--- src/rtl/logic_reduce_acc_pkg.sv ---
// Shared definitions for the logic reduction accumulator: operator encodings
// and the frame state enumeration.
package logic_reduce_acc_pkg;

    localparam logic [1:0] MODE_OR  = 2'b00;
    localparam logic [1:0] MODE_AND = 2'b01;
    localparam logic [1:0] MODE_XOR = 2'b10;

    typedef enum logic [1:0] {
        ST_IDLE,
        ST_ACCUM,
        ST_HOLD
    } state_t;

endpackage

--- src/rtl/logic_reduce_comb.sv ---
// Combinational bitwise reduction of CHANNELS words with OR/AND/XOR.
// Encoding 11 falls through to OR.
module logic_reduce_comb #(
    parameter int WIDTH    = 8,
    parameter int CHANNELS = 2
) (
    input  logic [CHANNELS*WIDTH-1:0] data,
    input  logic [1:0]                mode,
    output logic [WIDTH-1:0]          result
);
    import logic_reduce_acc_pkg::*;

    always_comb begin
        result = data[WIDTH-1:0];
        for (int k = 1; k < CHANNELS; k++) begin
            case (mode)
                MODE_AND: result = result & data[k*WIDTH +: WIDTH];
                MODE_XOR: result = result ^ data[k*WIDTH +: WIDTH];
                default:  result = result | data[k*WIDTH +: WIDTH];
            endcase
        end
    end

endmodule

--- src/rtl/logic_reduce_acc.sv ---
// Frame accumulator: reduces each beat across channels, folds beats into a
// per-frame result with a saturating beat count, and presents it with a handshake.
module logic_reduce_acc #(
    parameter int WIDTH     = 8,
    parameter int CHANNELS  = 4,
    parameter int MAX_BEATS = 16
) (
    input  logic                          clk,
    input  logic                          rst,
    input  logic [1:0]                    mode,
    input  logic                          in_valid,
    output logic                          in_ready,
    input  logic [CHANNELS*WIDTH-1:0]     in_data,
    input  logic                          in_last,
    output logic                          out_valid,
    input  logic                          out_ready,
    output logic [WIDTH-1:0]              out_data,
    output logic [$clog2(MAX_BEATS+1)-1:0] out_beats,
    output logic                          out_overflow
);
    import logic_reduce_acc_pkg::*;

    localparam int CW = $clog2(MAX_BEATS + 1);

    state_t         state;
    logic [1:0]     op_p0;
    logic [WIDTH-1:0] acc_p0;
    logic [CW-1:0]  count_p0;
    logic           ovf_p0;

    logic [1:0]     beat_mode;
    logic [WIDTH-1:0] beat_val;
    logic [WIDTH-1:0] comb_val;
    logic [WIDTH-1:0] next_acc;
    logic [CW-1:0]  next_count;
    logic           next_ovf;
    logic           accept;

    function automatic logic [CW-1:0] sat_inc(input logic [CW-1:0] c);
        return (c == CW'(MAX_BEATS)) ? c : c + 1'b1;
    endfunction

    assign accept = in_valid & in_ready;

    // The first beat of a frame uses the live mode; later beats use the latched one.
    assign beat_mode = (state == ST_IDLE) ? mode : op_p0;

    logic_reduce_comb #(.WIDTH(WIDTH), .CHANNELS(CHANNELS)) u_chan (
        .data   (in_data),
        .mode   (beat_mode),
        .result (beat_val)
    );

    logic_reduce_comb #(.WIDTH(WIDTH), .CHANNELS(2)) u_fold (
        .data   ({beat_val, acc_p0}),
        .mode   (op_p0),
        .result (comb_val)
    );

    always_comb begin
        next_acc   = beat_val;
        next_count = CW'(1);
        next_ovf   = 1'b0;
        if (state == ST_ACCUM) begin
            next_acc   = comb_val;
            next_count = sat_inc(count_p0);
            next_ovf   = ovf_p0 | (count_p0 == CW'(MAX_BEATS));
        end
    end

    // ---- frame state / registered outputs ----
    always_ff @(posedge clk or posedge rst) begin
        if (rst) begin
            state        <= ST_IDLE;
            op_p0        <= MODE_OR;
            acc_p0       <= '0;
            count_p0     <= '0;
            ovf_p0       <= 1'b0;
            in_ready     <= 1'b0;
            out_valid    <= 1'b0;
            out_data     <= '0;
            out_beats    <= '0;
            out_overflow <= 1'b0;
        end else begin
            case (state)
                ST_IDLE, ST_ACCUM: begin
                    in_ready <= 1'b1;
                    if (accept) begin
                        if (state == ST_IDLE) op_p0 <= mode;
                        acc_p0   <= next_acc;
                        count_p0 <= next_count;
                        ovf_p0   <= next_ovf;
                        if (in_last) begin
                            state        <= ST_HOLD;
                            in_ready     <= 1'b0;
                            out_valid    <= 1'b1;
                            out_data     <= next_acc;
                            out_beats    <= next_count;
                            out_overflow <= next_ovf;
                        end else begin
                            state <= ST_ACCUM;
                        end
                    end
                end
                ST_HOLD: begin
                    if (out_ready) begin
                        state        <= ST_IDLE;
                        in_ready     <= 1'b1;
                        acc_p0       <= '0;
                        count_p0     <= '0;
                        ovf_p0       <= 1'b0;
                        out_valid    <= 1'b0;
                        out_data     <= '0;
                        out_beats    <= '0;
                        out_overflow <= 1'b0;
                    end
                end
                default: begin
                    state    <= ST_IDLE;
                    in_ready <= 1'b0;
                end
            endcase
        end
    end

endmodule

--- config.mk ---
export PLATFORM = sky130hd
export DESIGN_NAME = logic_reduce_acc
export DESIGN_NICKNAME = d
export VERILOG_FILES = /design/src/rtl/logic_reduce_acc_pkg.sv /design/src/rtl/logic_reduce_comb.sv /design/src/rtl/logic_reduce_acc.sv
export SDC_FILE = /design/constraint.sdc
export NUM_CORES = 1
export LEC_CHECK = 0
export BUFFER_PORTS_ARGS = -buffer_cell sky130_fd_sc_hd__buf_2
export CORE_UTILIZATION = 35
export DETAILED_ROUTE_END_ITERATION = 8
export GPL_TIMING_DRIVEN = 0
export SETUP_SLACK_MARGIN = 0.2
export SYNTH_ARGS = -nofsm -noshare
export SYNTH_HDL_FRONTEND = slang
export SYNTH_SLANG_ARGS = --single-unit
--- constraint.sdc ---
create_clock -name clk -period 9.5 [get_ports clk]
set_input_delay 0.95 -clock clk [delete_from_list [all_inputs] [get_ports clk]]
set_output_delay 0.95 -clock clk [all_outputs]
set_load 0.01 [all_outputs]
; ---- Yosys cells after proc, flatten, opt, wreduce, memory -nomap -nowiden
; Index checks and enable logic that the tools add are counted.
[totals]
ff_bits = 34
rom_bits = 0
ram_bits = 0
wordCells = 80
output_inout_bits = 16
latch_bits = 0
inputBits = 39
mem_count = 0
[classes]
n_addsub = 1
n_bitwise = 14
shifts = 0
eq_ne = 10
order_cmp = 0
reduce_logical = 7
n_div = 0
n_mul = 0
mux = 38
[op_table]
columns = cell, n
row1 = one-hot mux 8 bit (2 select lines), 6
row2 = two-way mux 8 bit, 5
row3 = AND 8 bit, 4
row4 = bitwise OR 8 bit, 4
row5 = XOR 8 bit, 4
row6 = two-way mux 5 bit, 6
row7 = one-hot mux 5 bit (2 select lines), 2
row8 = two-way mux 1 bit, 10
row9 = two-way mux 2 bit, 4
row10 = one-hot mux 1 bit (2 select lines), 4
row11 = == test 2 x 1 -> 1 bit (second input constant), 3
row12 = == test 2 bit (second input constant), 3
row13 = != test 2 bit (second input constant), 3
row14 = adder 5 x 1 -> 5 bit (second input constant), 1
row15 = == test 5 bit (second input constant), 1
row16 = one-hot mux 2 bit (2 select lines), 1
row17 = AND reduction 2 bit, 2
row18 = AND reduction 4 bit, 1
row19 = AND reduction 3 bit, 1
row20 = logical NOT 2 bit, 1
row21 = nonzero test 2 bit, 1
row22 = OR reduction 2 bit, 1
row23 = AND 1 bit, 1
row24 = bitwise OR 1 bit, 1

; ---- Longest topological paths before layout
[logic_depth]
ltp_word = 14
mapped_depth = 23
depth_no_buf = 20

; ---- Hierarchy
; A second synthesis with hierarchy kept.
[unflattened]
hier_cells = 354
area_unflattened_um2 = 3520.9
[by_module_without_submodules]
columns = module, cells_per_inst, seq_area_each_um2, area_per_inst_um2, n_inst
row1 = logic_reduce_acc, 140, 850.8, 1766.7, 1
row2 = logic_reduce_comb (u_chan), 159, 0.0, 1336.3, 1
row3 = logic_reduce_comb (u_fold), 55, 0.0, 417.9, 1

; ---- Worst setup path before layout
; Ideal clock, no wire load.
[synth_timing]
kind = input -> register
from = input port mode[1]
to = register out_data[2]
arrival_time_ps = 4501
path_slack_ps = 4874
required_time_ps = 9375
setup_ps = 125
stages = 21
path_buffers = 2
path_cell_list = mux2i_1 > inv_1 > ha_1 > clkbuf_4 > clkbuf_1 > a221oi_1 > a21oi_1 > inv_1 > ha_1 > a221oi_1 > a21oi_1 > inv_1 > ha_1 > a221oi_1 > a21oi_1 > inv_1 > ha_1 > a221oi_1 > a211o_1 > o21ai_1 > mux2_2
[synth_via]
elab_chain_len = 13
elab_cells_between_ends = 20
cone_classes = eq/ne: 2 / mux: 9 / bitwise: 9
[synth_lines]
columns = element, line
row1 = from (decl), logic_reduce_acc.sv:10  ; input logic [1:0] mode,
row2 = two-way mux 2 bit *, n/a
row3 = via beat_mode[1], logic_reduce_acc.sv:31  ; logic [1:0] beat_mode;
row4 = == test 2 bit / == test 2 x 1 -> 1 bit (equally long branches), logic_reduce_comb.sv:16  ; case (mode)
row5 = one-hot mux 8 bit (2 select lines), logic_reduce_comb.sv:16
row6 = bitwise OR 8 bit (tied with other cells), logic_reduce_comb.sv:19  ; default: result = result | data[k*WIDTH +: WIDTH];
row7 = one-hot mux 8 bit (2 select lines), logic_reduce_comb.sv:16
row8 = bitwise OR 8 bit (tied with other cells), logic_reduce_comb.sv:19
row9 = one-hot mux 8 bit (2 select lines) *, logic_reduce_comb.sv:16
row10 = bitwise OR 8 bit (tied with other cells), logic_reduce_comb.sv:19
row11 = one-hot mux 8 bit (2 select lines), logic_reduce_comb.sv:16
row12 = two-way mux 8 bit *, logic_reduce_acc.sv:64  ; if (state == ST_ACCUM) begin
row13 = two-way mux 8 bit *, logic_reduce_acc.sv:93  ; if (in_last) begin
row14 = two-way mux 8 bit *, logic_reduce_acc.sv:88  ; if (accept) begin
row15 = one-hot mux 8 bit (2 select lines) *, logic_reduce_acc.sv:85  ; case (state)
row16 = to (signal assigned), logic_reduce_acc.sv:97  ; out_data <= next_acc;
row17 = to (decl), logic_reduce_acc.sv:17  ; output logic [WIDTH-1:0] out_data,
; Mark *: on every way through the listed nets, which the timed path passes. The rest lies on a longest branch. The select of a mux whose other input is x is not followed.
; A chain may end at the register's enable or synchronous reset.

; ---- Worst setup path in the final report
[layout_timing]
from = register state[0]
to = register out_data[2]
[layout_via]
elab_chain_len = 14
elab_cells_between_ends = 29
cone_classes = eq/ne: 7 / mux: 9 / bitwise: 9 / reduce/logical: 4
[layout_lines]
columns = element, line
row1 = from (decl), logic_reduce_acc.sv:25  ; state_t state;
row2 = from (signal assigned), logic_reduce_acc.sv:74  ; state <= ST_IDLE;
row3 = from (signal assigned), logic_reduce_acc.sv:94  ; state <= ST_HOLD;
row4 = from (signal assigned), logic_reduce_acc.sv:101  ; state <= ST_ACCUM;
row5 = logical NOT 2 bit *, logic_reduce_acc.sv:46  ; assign beat_mode = (state == ST_IDLE) ? mode : op_p0;
row6 = two-way mux 2 bit *, n/a
row7 = via beat_mode[1], logic_reduce_acc.sv:31
row8 = == test 2 bit / == test 2 x 1 -> 1 bit (equally long branches), logic_reduce_comb.sv:16
row9 = one-hot mux 8 bit (2 select lines), logic_reduce_comb.sv:16
row10 = bitwise OR 8 bit (tied with other cells), logic_reduce_comb.sv:19
row11 = one-hot mux 8 bit (2 select lines), logic_reduce_comb.sv:16
row12 = bitwise OR 8 bit (tied with other cells), logic_reduce_comb.sv:19
row13 = one-hot mux 8 bit (2 select lines) *, logic_reduce_comb.sv:16
row14 = bitwise OR 8 bit (tied with other cells), logic_reduce_comb.sv:19
row15 = one-hot mux 8 bit (2 select lines), logic_reduce_comb.sv:16
row16 = two-way mux 8 bit *, logic_reduce_acc.sv:64
row17 = two-way mux 8 bit *, logic_reduce_acc.sv:93
row18 = two-way mux 8 bit *, logic_reduce_acc.sv:88
row19 = one-hot mux 8 bit (2 select lines) *, logic_reduce_acc.sv:85
; Marks and branches as above.

==> flow_summary_export.csv <==
group,metric,value,unit
outcome,status,"finished, final reports clean",
timing,rsz0062_at_grt,"no",
timing,clock.fmax,199,MHz
grt,grt_max_degree,35,
critical_path,cp_cell_sequence,"nor2_1, mux2i_1, inv_1, ha_1, clkbuf_4, clkbuf_1, a221oi_1, a21oi_1, inv_1, ha_1, a221oi_1, a21oi_1, inv_1, ha_1, a221oi_1, a21oi_1, inv_1, ha_1, a221oi_1, a211o_1, o21ai_1, mux2_2",
critical_path,startpoint_type,"register",
floorplanning,die_h,100,microns
cts,post_cts_resized,0,
cts,cts_made_buffers,5,
critical_path,ff2ff_path_depth,22,
cts,htreeDepth,2,
critical_path,crit_family,"compound AO/OA/AOI/OAI gates",
pwr,powerDensity,332,nW/um^2
grt,grt_usage,14.1,%
grt,grt_pass1_wl,11.6,mm
timing,final_hold_viol_count,0,
placed_design,dp_hpwl,5.25,mm
floorplanning,die_w,100,microns
synth,synth_top_area_share,25.9,%
detailed_routing,via_per_inst,4.83,
detailed_routing,dr.pass1.iters,4,
timing,slew-limit-headroom,51.5,%
synth,yosys_register_bits,34,
pwr,p_int,0.665,mW
timing,skew,0.0117,ns
cts,cts_setup_buffers,0,
placed_design,dp_slack,4.24,ns
cts,insertion_delay,0.29,ns
floorplanning,ios,55,
pwr,clkPwrFrac,8.8,%
pwr,switching_power,0.631,mW
timing,final-max-slew-violation-count,0,
pwr,power.leakage,2.10,nW
cts,cts-root-buf,"clkbuf_8",
floorplanning,placementRows,35,
synth,synth_area,3380,sq um
synth,synth_warnings,0,
synth,synth_area_per_cell,9.68,sq um
timing,post-route-period-util,53.0,%
critical_path,path_max_fanout,10,
cts,clk_path_buf_depth,2,
synth,yosys.area.top_type,"ha_1",
cts,cts_sinks,34,
timing,tightestPinTransition,0.727,ns
synth,ys.flop_type,"dfrtp_1",
critical_path,slowest_stage,"dfrtp_1",
synth,synthTopCellsByArea,"ha_1, dfrtp_1, inv_1, a221oi_1, mux2_2",
timing,period_minus_slack,5.03,ns
grt,antenna_found_initial,0,
critical_path,r2r_slack,4.47,ns
synth,seq_area_frac_synth,25.2,%
detailed_routing,drtIter0Drc,80,
timing,fin_ws,4.47,ns
cells_and_area,syn2layout_area_growth,15.6,%
placed_design,routabilityCongestion,0.776,
cells_and_area,stdcell_count,540,
grt,top_usage_layer,"met2",
critical_path,cp-endpoint,"out_data[2]",
placed_design,post_dp_cell_area,3810,sq um
grt,met3_usage,2.09,%
synth,syn-num-nets,458,
critical_path,path_depth,22,
detailed_routing,wl_per_cell,12.4,microns
floorplanning,start_util,36.4,%
synth,synth_most_common_cell,"ha_1",
critical_path,cp.arrival,5.20,ns
grt,met2_usage,26.1,%
cells_and_area,design_area,3910,sq um
timing,whs,0.463,ns
cells_and_area,drive_gt1_share,29.7,%
pwr,seqPwrFrac,18.9,%
synth,netlist_top_cells_count,"ha_1, inv_1, dfrtp_1",
cts,clk_pin_slew,0.08,ns
cells_and_area,diodes,0,
placed_design,place_inst,532,
cts,cts_tree,"built",
critical_path,crit_required,9.67,ns
pwr,sw_frac_of_total,48.7,%
floorplanning,core_area,9280,sq um
pwr,power,1.30,mW
critical_path,r2r_end,"out_data[2]",
floorplanning,dieArea,10000,sq um
cells_and_area,final_nets,519,
critical_path,r2r_start,"state[0]",
timing,fin_setup_tns,0,ns
detailed_routing,vias,2608,
synth,synth_edf_count,0,
detailed_routing,wl,6.71,mm
synth,syn_inst,349,
synth,ys_async_sr_fraction,100,%
timing,finalSetupViolations,0,
grt,use_met1,16.8,%
detailed_routing,ant_nets,0,
worst_hold_path,hold_class,"register to register",
grt,first_global_vias,2547,
placed_design,port_buffers,54,
critical_path,slowest_delay,0.50,ns
detailed_routing,remaining_drc_errors,0,
cts,cts_hold_buf,0,
cells_and_area,fin_util,42.1,%
critical_path,end_kind,"register",
critical_path,crit_start,"state[0]",
job,maxCapViolations,0,
grt,grt_overflow,0,
critical_path,path_class,"register to register",
critical_path,crit_buf_inv,6,
pwr,pwr-share-comb,72.3,%
pwr,max-vdd-ir-drop,146,uV
synth,synth_cell_type_count,46,
cell families after synthesis:
| logic type | count (synthesis) | synth area share, % |
|---|---|---|
| DFF | 34 | 25.2 |
| xor gates and xnor gates | 4 | 1.04 |
| muxes | 19 | 6.56 |
| and+or+nand+nor | 33 | 6.85 |
| buffers and inverters | 89 | 11.7 |
| adders and majority gates | 70 | 25.9 |
| AOI/OAI and AO/OA | 100 | 22.8 |
layout make-up:
class                      instances  area (sq um)
fill                             970          5380
multi-input combinational        226          2130
sequential                        34           851
timing repair buffer              54           270
inverter                          72           270
tap                              129           161
buffer                            17           124
clock buffer                       6          82.6
clock inverter                     2          12.5
worst min-delay path: cells and delay by family (launching register included):
family / cells / cell delay (ns)
and+or+nand+nor: 2 / 0.10
DFF: 1 / 0.34
per-layer routing:
layer / vias to the layer above / routed length (microns)
li1: 1342 / -
met1: 1216 / 3100
met2: 43 / 3250
met3: 7 / 258
met4: 0 / 100
met5: - / 0
how the worst min path moves through the flow:
stage	startpoint	to	slack (ns)	cells after the start
2_1_floorplan	ovf_p0	ovf_p0	0.49	2
3_3_place_gp	out_beats[0]	out_beats[0]	0.44	2
3_5_place_dp	out_beats[0]	out_beats[0]	0.45	2
4_1_cts	out_beats[0]	out_beats[0]	0.47	2
5_1_grt	out_beats[3]	out_beats[3]	0.51	2
6_report	out_beats[0]	out_beats[0]	0.46	2
state kept, by name (all words and copies together), names as in the netlist:
| register | count |
|---|---|
| out_data | 8 |
| ovf_p0 | 1 |
| out_valid | 1 |
| op_p0 | 2 |
| acc_p0 | 8 |
| in_ready | 1 |
| count_p0 | 5 |
| out_beats | 5 |
| state | 2 |
| out_overflow | 1 |
placed cells by master (no fill, tap or decap), types with 7 or more instances in the layout:
master    netlist  routed
inv_1          66      65
ha_1           70      70
nand2_1        14      14
a221oi_1       27      27
o21ai_0        11      11
buf_2           3      57
a211o_1         8       8
dfrtp_1        34      34
a21oi_1        22      22
inv_2           6       7
mux2_2         13      13
power by group through the flow:
stage / logic [mW] / clock network [mW] / registers [mW]
6_report: 0.937 / 0.114 / 0.245
5_1_grt: 1.07 / 0.123 / 0.254
4_1_cts: 0.951 / 0.117 / 0.245
3_5_place_dp: 0.943 / 0 / 0.248
3_3_place_gp: 0.910 / 0 / 0.246
2_1_floorplan: 0.724 / 0 / 0.253
(Power assumes the default switching activity.)
